## config.mk

```make
export PLATFORM = sky130hd
export DESIGN_NAME = shift_sequencer
export DESIGN_NICKNAME = d
export VERILOG_FILES = /design/src/rtl/shift_pkg.sv /design/src/rtl/shifter.sv /design/src/rtl/shift_sequencer.sv
export SDC_FILE = /design/constraint.sdc
export NUM_CORES = 1
export LEC_CHECK = 0
export ABC_AREA = 1
export CAP_MARGIN = 20
export CORE_MARGIN = 2
export CORE_UTILIZATION = 56
export CTS_CLUSTER_SIZE = 24
export DETAILED_ROUTE_END_ITERATION = 6
export DONT_BUFFER_PORTS = 1
export GPL_TIMING_DRIVEN = 1
export MAX_ROUTING_LAYER = met4
export PLACE_DENSITY_LB_ADDON = 0.3
export SLEW_MARGIN = 5
export SYNTH_ARGS = -nofsm -noshare
export SYNTH_HDL_FRONTEND = slang
export SYNTH_HIERARCHICAL = 1
export SYNTH_SLANG_ARGS = --single-unit
```

## constraint.sdc

```tcl
create_clock -name clk -period 1.3 [get_ports clk]
set_input_delay 0.26 -clock clk [delete_from_list [all_inputs] [get_ports clk]]
set_output_delay 0.26 -clock clk [all_outputs]
set_load 0.1 [all_outputs]
```

## src/rtl/shift_pkg.sv

```systemverilog
// ============================================================================
// Module      : shift_pkg
// Description : Shared op codes, FSM state type and width defaults for the
//               shift sequencer.
// Revision    : 1.0 - initial release
// ============================================================================
`default_nettype none

package shift_pkg;

    localparam int DEF_WIDTH = 16;
    localparam int DEF_AMT_W = 4;

    localparam logic [1:0] SH_NONE = 2'b00;
    localparam logic [1:0] SH_LSL  = 2'b01;
    localparam logic [1:0] SH_LSR  = 2'b10;
    localparam logic [1:0] SH_ASR  = 2'b11;

    typedef enum logic [1:0] {
        IDLE  = 2'd0,
        SHIFT = 2'd1,
        DONE  = 2'd2
    } state_t;

endpackage : shift_pkg

`default_nettype wire

```

## src/rtl/shifter.sv

```systemverilog
// ============================================================================
// Module      : shifter
// Description : Combinational single-step shifter (none / LSL / LSR / ASR).
// Revision    : 1.0 - initial release
// ============================================================================
`default_nettype none

module shifter
    import shift_pkg::*;
#(
    parameter int WIDTH = DEF_WIDTH
) (
    input  logic [WIDTH-1:0] in,
    input  logic [1:0]       shift,
    output logic [WIDTH-1:0] out
);

    always_comb begin
        out = in;
        case (shift)
            SH_LSL:  out = {in[WIDTH-2:0], 1'b0};
            SH_LSR:  out = {1'b0, in[WIDTH-1:1]};
            SH_ASR:  out = {in[WIDTH-1], in[WIDTH-1:1]};
            default: out = in;
        endcase
    end

endmodule : shifter

`default_nettype wire

```

## src/rtl/shift_sequencer.sv

```systemverilog
// ============================================================================
// Module      : shift_sequencer
// Description : Multi-step shift controller; iterates the single-step shifter
//               once per clock for 0..2**AMT_W-1 steps, then pulses done.
// Revision    : 1.0 - initial release
// ============================================================================
`default_nettype none

module shift_sequencer
    import shift_pkg::*;
#(
    parameter int WIDTH = DEF_WIDTH,
    parameter int AMT_W = DEF_AMT_W
) (
    input  logic             clk,
    input  logic             reset,
    input  logic             start,
    input  logic [WIDTH-1:0] in,
    input  logic [1:0]       shift,
    input  logic [AMT_W-1:0] amount,
    output logic             busy,
    output logic             done,
    output logic [WIDTH-1:0] out
);

    state_t           r_state;
    state_t           w_state_next;
    logic [WIDTH-1:0] r_acc;
    logic [AMT_W-1:0] r_cnt;
    logic [1:0]       r_op;
    logic [WIDTH-1:0] w_shifted;

    // The shifter is driven from the registered op so mid-operation changes
    // on the shift port cannot corrupt the result.
    shifter #(
        .WIDTH (WIDTH)
    ) u_shifter (
        .in    (r_acc),
        .shift (r_op),
        .out   (w_shifted)
    );

    always_ff @(posedge clk) begin
        if (reset) begin
            r_state <= IDLE;
        end else begin
            r_state <= w_state_next;
        end
    end

    always_comb begin
        w_state_next = r_state;
        case (r_state)
            IDLE: begin
                if (start) begin
                    if ((amount == '0) || (shift == SH_NONE)) begin
                        w_state_next = DONE;
                    end else begin
                        w_state_next = SHIFT;
                    end
                end
            end
            SHIFT: begin
                if (r_cnt == AMT_W'(1)) begin
                    w_state_next = DONE;
                end
            end
            DONE:    w_state_next = IDLE;
            default: w_state_next = IDLE;
        endcase
    end

    always_ff @(posedge clk) begin
        if (reset) begin
            r_acc <= '0;
            r_cnt <= '0;
            r_op  <= SH_NONE;
        end else begin
            case (r_state)
                IDLE: begin
                    if (start) begin
                        r_acc <= in;
                        r_op  <= shift;
                        r_cnt <= amount;
                    end
                end
                SHIFT: begin
                    r_acc <= w_shifted;
                    r_cnt <= r_cnt - AMT_W'(1);
                end
                default: begin
                    r_acc <= r_acc;
                end
            endcase
        end
    end

    assign busy = (r_state == SHIFT) || (r_state == DONE);
    assign done = (r_state == DONE);
    assign out  = r_acc;

endmodule : shift_sequencer

`default_nettype wire

```

After elaboration in Yosys (flattened, before gate mapping)
Cells that the tools add are included.
W data, S select, Z words.
{"block": "op_classes", "add_sub_neg": 1, "eq_ne": 11, "muxes": 9, "n_reduce_logical": 11}
{"op": "$pmux W16 S3", "n": 1}
{"op": "$pmux W16 S2", "n": 1}
{"op": "$mux W16", "n": 1}
{"op": "$pmux W4 S2", "n": 1}
{"op": "$eq A2 B2 Y1 const B", "n": 3}
{"op": "$mux W2", "n": 3}
{"op": "$ne A2 B2 Y1 const B", "n": 3}
{"op": "$reduce_and A2 Y1", "n": 3}
{"op": "$eq A2 B1 Y1 const B", "n": 2}
{"op": "$eq A4 B1 Y1 const B", "n": 1}
{"op": "$logic_not A2 Y1", "n": 2}
{"op": "$logic_not A4 Y1", "n": 1}
{"op": "$mux W4", "n": 1}
{"op": "$ne A4 B1 Y1 const B", "n": 1}
{"op": "$pmux W2 S2", "n": 1}
{"op": "$reduce_and A4 Y1", "n": 1}
{"op": "$sub A4 B1 Y4 const B", "n": 1}
{"op": "$ne A3 B1 Y1 const B", "n": 1}
{"op": "$reduce_and A3 Y1", "n": 1}
{"op": "$logic_or A1 B1 Y1", "n": 2}
{"op": "$reduce_bool A2 Y1", "n": 1}
{"block": "word_totals", "regBits": 24, "output_inout_bits": 18, "wordCells": 37}

Depth between registers and ports, before layout
{"block": "depth", "ltp_word": 5, "mapped_depth": 9, "depth_no_buf": 9}

Hierarchy
The synthesis kept the hierarchy.
{"mod": "shift_sequencer", "n_inst": 1, "cells_each": 164, "area_each_um2": 1158.6}
{"mod": "shifter", "n_inst": 1, "cells_each": 71, "area_each_um2": 362.8}

Worst setup path before layout
No wires, ideal clock.
{"block": "synth_path", "path_kind": "register to register", "startpoint": "register r_acc[14], in the netlist out[14]", "endpoint": "register r_acc[15], in the netlist out[15]", "arrival_ns": 1.430, "t_required_ns": 1.225, "slack_ns": -0.204, "path_stages_with_launch": 5, "path_buffers": 0, "path_cell_list": "dfxtp_1 > nand3_1 > nand3_1 > nand2_1 > a31oi_1"}
{"block": "synth_via", "elab_chain_cells": 2}
{"element": "from (decl)", "line": "shift_sequencer.sv:28", "text": "logic [WIDTH-1:0] r_acc;"}
{"element": "from (signal assigned)", "line": "shift_sequencer.sv:82", "text": "r_acc <= in;"}
{"element": "from (signal assigned)", "line": "shift_sequencer.sv:88", "text": "r_acc <= w_shifted;"}
{"element": "from (signal assigned)", "line": "shift_sequencer.sv:92", "text": "r_acc <= r_acc;"}
{"element": "$pmux W16 S3", "line": "shifter.sv:20", "text": "case (shift)"}
{"element": "net w_shifted[15]", "line": "shift_sequencer.sv:31", "text": "logic [WIDTH-1:0] w_shifted;"}
{"element": "$pmux W16 S2", "line": "shift_sequencer.sv:79", "text": "case (r_state)"}
The timed path passes the listed nets, and every way through them passes these cells.
A chain may end at the register's enable or synchronous reset.

Worst setup path after layout
{"block": "layout_path", "startpoint": "register r_state[0]", "endpoint": "output port busy"}
{"block": "layout_via", "elab_chain_cells": 2, "word_cells_on_any_way": 3, "cone_classes": "eq/ne: 2; reduce/logical: 1"}
{"element": "from (decl)", "line": "shift_sequencer.sv:26", "text": "state_t r_state;"}
{"element": "from (signal assigned)", "line": "shift_sequencer.sv:47", "text": "r_state <= w_state_next;"}
{"element": "$eq A2 B1 Y1 / $eq A2 B2 Y1 (equally long branches)", "line": "shift_sequencer.sv:98", "text": "assign busy = (r_state == SHIFT) || (r_state == DONE);"}
{"element": "$logic_or A1 B1 Y1 *", "line": "shift_sequencer.sv:98"}
{"element": "to (decl)", "line": "shift_sequencer.sv:21", "text": "output logic busy,"}
Mark *: on every way between the ends. The rest lies on a longest branch, timed or not.

==> results.py <==
metrics = {
    "clocking": {
        "cts.reportedPaths.clkPinSlew_ns": 0.14,
        "insertion_delay_ns": 0.32,
        "clockBufferDepth": 2,
        "cts-root-buf": "clkbuf_4",
        "cts_made_buffers": 3,
        "clock_sinks": 24,
        "cts_htree_levels": 1,
        "cts_tree": "built",
    },
    "worst_setup_path": {
        "required_ns": 1.04,
        "crit_path_start": "r_state[0]$_SDFFE_PP0P_",
        "crit_path_cell_trace": "inv_2 -> ha_4 -> buf_12",
        "ff2ff_path_depth": 8,
        "critPathLaunchType": "flop",
        "worst_setup_path_end_kind": "output pin",
        "r2r_start": "r_state[1]$_SDFFE_PP0P_",
        "worst-path-max-fanout": 2,
        "critPathMaxStageDelay_ns": 0.38,
        "worst-path-stages": 3,
        "critPathKind": "reg2out",
        "worst-endpoint-arrival_ns": 1.19,
        "timing.critical_path.slowest_stage_cell": "dfxtp_2",
        "timing.critical_path.max_delay_family": "flip-flops",
        "critical_path_buf_inv_count": 2,
    },
    "grt": {
        "largest_net_degree_at_the_start_of_global_routing": 20,
        "track_usage_pct": 25.32,
        "grt_pass1_vias": 1439,
        "global_route.overflow_total": 0,
        "grt_pass1_wl_um": 6382,
        "grt_antenna_before_repair": 0,
    },
    "route": {
        "vias": 1890,
        "detail_route.iter0.violations": 144,
        "remaining_drc_errors": 0,
        "drt_pre_antenna_iters": 6,
        "postRouteAntennaNets": 0,
        "vias_per_std_cell": 6.364,
        "wire_per_inst_um": 17.94,
        "route.final.wire_length_um": 5328,
    },
    "finish": {
        "design.final.nets": 299,
        "drive_above_1_share_pct": 38.58,
        "layout-area-overhead-vs-synth_pct": 43.42,
        "antenna_cells": 0,
        "final_cell_count_no_fill": 297,
    },
    "placed_design": {
        "port_buffers": 0,
        "last_weighted_congestion_value_of_the_routability_driven_placer": 0.8509,
        "dp_hpwl_um": 2747,
        "numPlacedInstances": 283,
    },
    "floorplan": {
        "effective_utilization_at_floorplan_pct": 60.32,
        "height_of_the_chip_um": 56.13,
        "boundaryPins": 43,
        "floorplan.die_area_sq_um": 3150,
        "placeableCoreArea_sq_um": 2522,
        "std_cell_rows": 18,
        "chipWidth_um": 56.13,
    },
    "synth": {
        "postSynthRegisterBits": 24,
        "synthTopCellsByArea": "dfxtp_1, nand2_1, nand3_1",
        "syn-mean-instance-area_sq_um": 6.474,
        "post-synth-top-area-fraction_pct": 31.58,
        "share_of_synthesized_area_occupied_by_flip_flops_and_latches_pct": 31.58,
        "yosys.area.top_type": "dfxtp_1",
        "yosysWarningCount": 6,
        "post_synth_inst_count": 235,
        "syn_nets": 265,
        "synthesis.area_sq_um": 1521,
        "yosys.cell_types.count": 20,
    },
    "worst_hold_path": {
        "min-delay-path-class": "in2reg",
        "min_path_cells": 2,
        "worst_hold_startpoint": "in[7]",
    },
    "pwr": {
        "ir_drop_mv": 1.296,
        "power.static_leakage_uw": 0.0009421,
        "power_per_standard_cell_area_nw_per_um2": 1556,
        "share_clk_of_total_power_pct": 10.1,
        "power.share.combinational_pct": 59.4,
        "sw_frac_of_total_pct": 50.89,
        "power.net_switching_uw": 1728,
        "power_frac_seq_pct": 30.5,
        "intPower_uw": 1667,
    },
    "timing": {
        "rsz0062_at_grt": "true",
        "drv_slew": 0,
        "final.setup.tns_ns": -1.729,
        "post-route-min-period_ns": 1.446,
        "timing_limited_maximum_frequency_mhz": 691.3,
        "period_share_pct": 111.3,
        "setup_viol": 22,
        "timing_hold_violations_final": 0,
        "worst_pin_slew_ns": 0.3016,
        "post-route-worst-setup-slack_ns": -0.1465,
        "maxSlewHeadroom_pct": 79.89,
        "clock_skew_ns": 0.007790,
    },
    "status": {
        "failed_checks": "negative setup slack",
        "status": "complete, but fails checks",
    },
    "job": {
        "drv.max_cap_violation_count": 0,
    },
}
## registers in the layout (all words and copies together) (netlist names)
name	count
out	16
r_op	2
r_state	2
r_cnt	4
## cells in the final DEF, fill, tap and decap left out, types with 2 or more instances in the layout
| master | count |
|---|---|
| buf_6 | 15 |
| a21oi_1 | 4 |
| buf_4 | 17 |
| buf_12 | 8 |
| ha_4 | 3 |
| dfxtp_2 | 19 |
| inv_1 | 6 |
| ha_1 | 2 |
| o21ai_0 | 2 |
| o21ai_1 | 4 |
| o21ai_2 | 17 |
| a31oi_1 | 15 |
| nor2_1 | 12 |
| nand2_2 | 2 |
| nand3_1 | 36 |
| nand2_1 | 77 |
| a21oi_2 | 2 |
| inv_2 | 2 |
| dfxtp_1 | 5 |
| inv_4 | 4 |
| clkbuf_4 | 3 |
| nand2_4 | 3 |
## repair_timing
| action | 4_1_cts | 5_1_grt |
|---|---|---|
| gates resized for setup | 10 | 59 |
| hold buffers | 1 | 0 |
| pin swaps | 2 | 24 |
| setup endpoints to repair | 20 | 26 |
| buffers inserted | 1 | 7 |
| cloned | 0 | 2 |
| hold endpoints to repair | 3 | 0 |
## path summary, 6_finish.rpt
check	end	slack [ns]
min reg2reg	r_cnt[2]$_SDFFE_PP0P_	0.51
min	out[7]$_SDFFE_PP0P_	0.06
max	busy	-0.15
max reg2reg	out[0]$_SDFFE_PP0P_	-0.12
## cells by family (layout without fill, tap and decap cells)
group / Yosys count / after routing / share of synthesized area, %
buffers and inverters: 27 / 59 / 10.77
adders and majority gates: 5 / 5 / 4.112
AOI/OAI and AO/OA: 45 / 45 / 16.12
DFF: 24 / 24 / 31.58
and+or+nand+nor: 134 / 134 / 37.42
## power by group through the flow
| stage | clock network (uW) | registers, uW | logic (uW) |
|---|---|---|---|
| floorplan | 0 | 1540 | 708 |
| global placement | 0 | 1020 | 1600 |
| detailed placement | 0 | 1020 | 1630 |
| CTS | 341 | 1010 | 1680 |
| global route | 372 | 1050 | 2100 |
| finish | 343 | 1040 | 2020 |
## metal layers
metal	up-vias	GRT usage (%)	part of all wire, %
met5	-	-	0
met4	0	9.524	5.0
met3	38	3.256	9.7
met2	138	41.68	49
met1	861	31.58	37
li1	853	-	-
## stage by stage
step                area (sq um)  hold WS, ns  worst slack, ns  total power [uW]  util (%)
floorplan                   1546       0.3291          0.02212              2251         -
finish                      2182      0.06101          -0.1465              3395     86.51
global placement            1815       0.3297         -0.02747              2619     71.97
global route                2182      0.05834          -0.1710              3529     86.51
CTS                         1893      0.06988          -0.1312              3023     75.05
detailed placement          1815       0.3328          -0.1263              2650     71.97
## synth_stat cells
library cell / instances
nand2_1: 82
nand3_1: 36
dfxtp_1: 24
a31oi_1: 16
o21ai_1: 16
nor2_1: 13
inv_1: 9
o21ai_0: 7
a21oi_1: 6
buf_2: 6
buf_6: 5
ha_1: 5
clkbuf_1: 2
inv_2: 2
buf_4: 1
buf_8: 1
inv_4: 1
nand2_2: 1
nor2_8: 1
or2_2: 1
## layout make-up
cell class / instances / area, sq um
fill: 143 / 340.3
tap: 30 / 37.54
sequential: 24 / 504.2
timing repair buffer: 43 / 506.7
multi-input combinational: 184 / 1045
timing repair inverter: 1 / 6.256
clock buffer: 3 / 22.52
inverter: 12 / 60.06
Power figures use the tool's default switching activity.
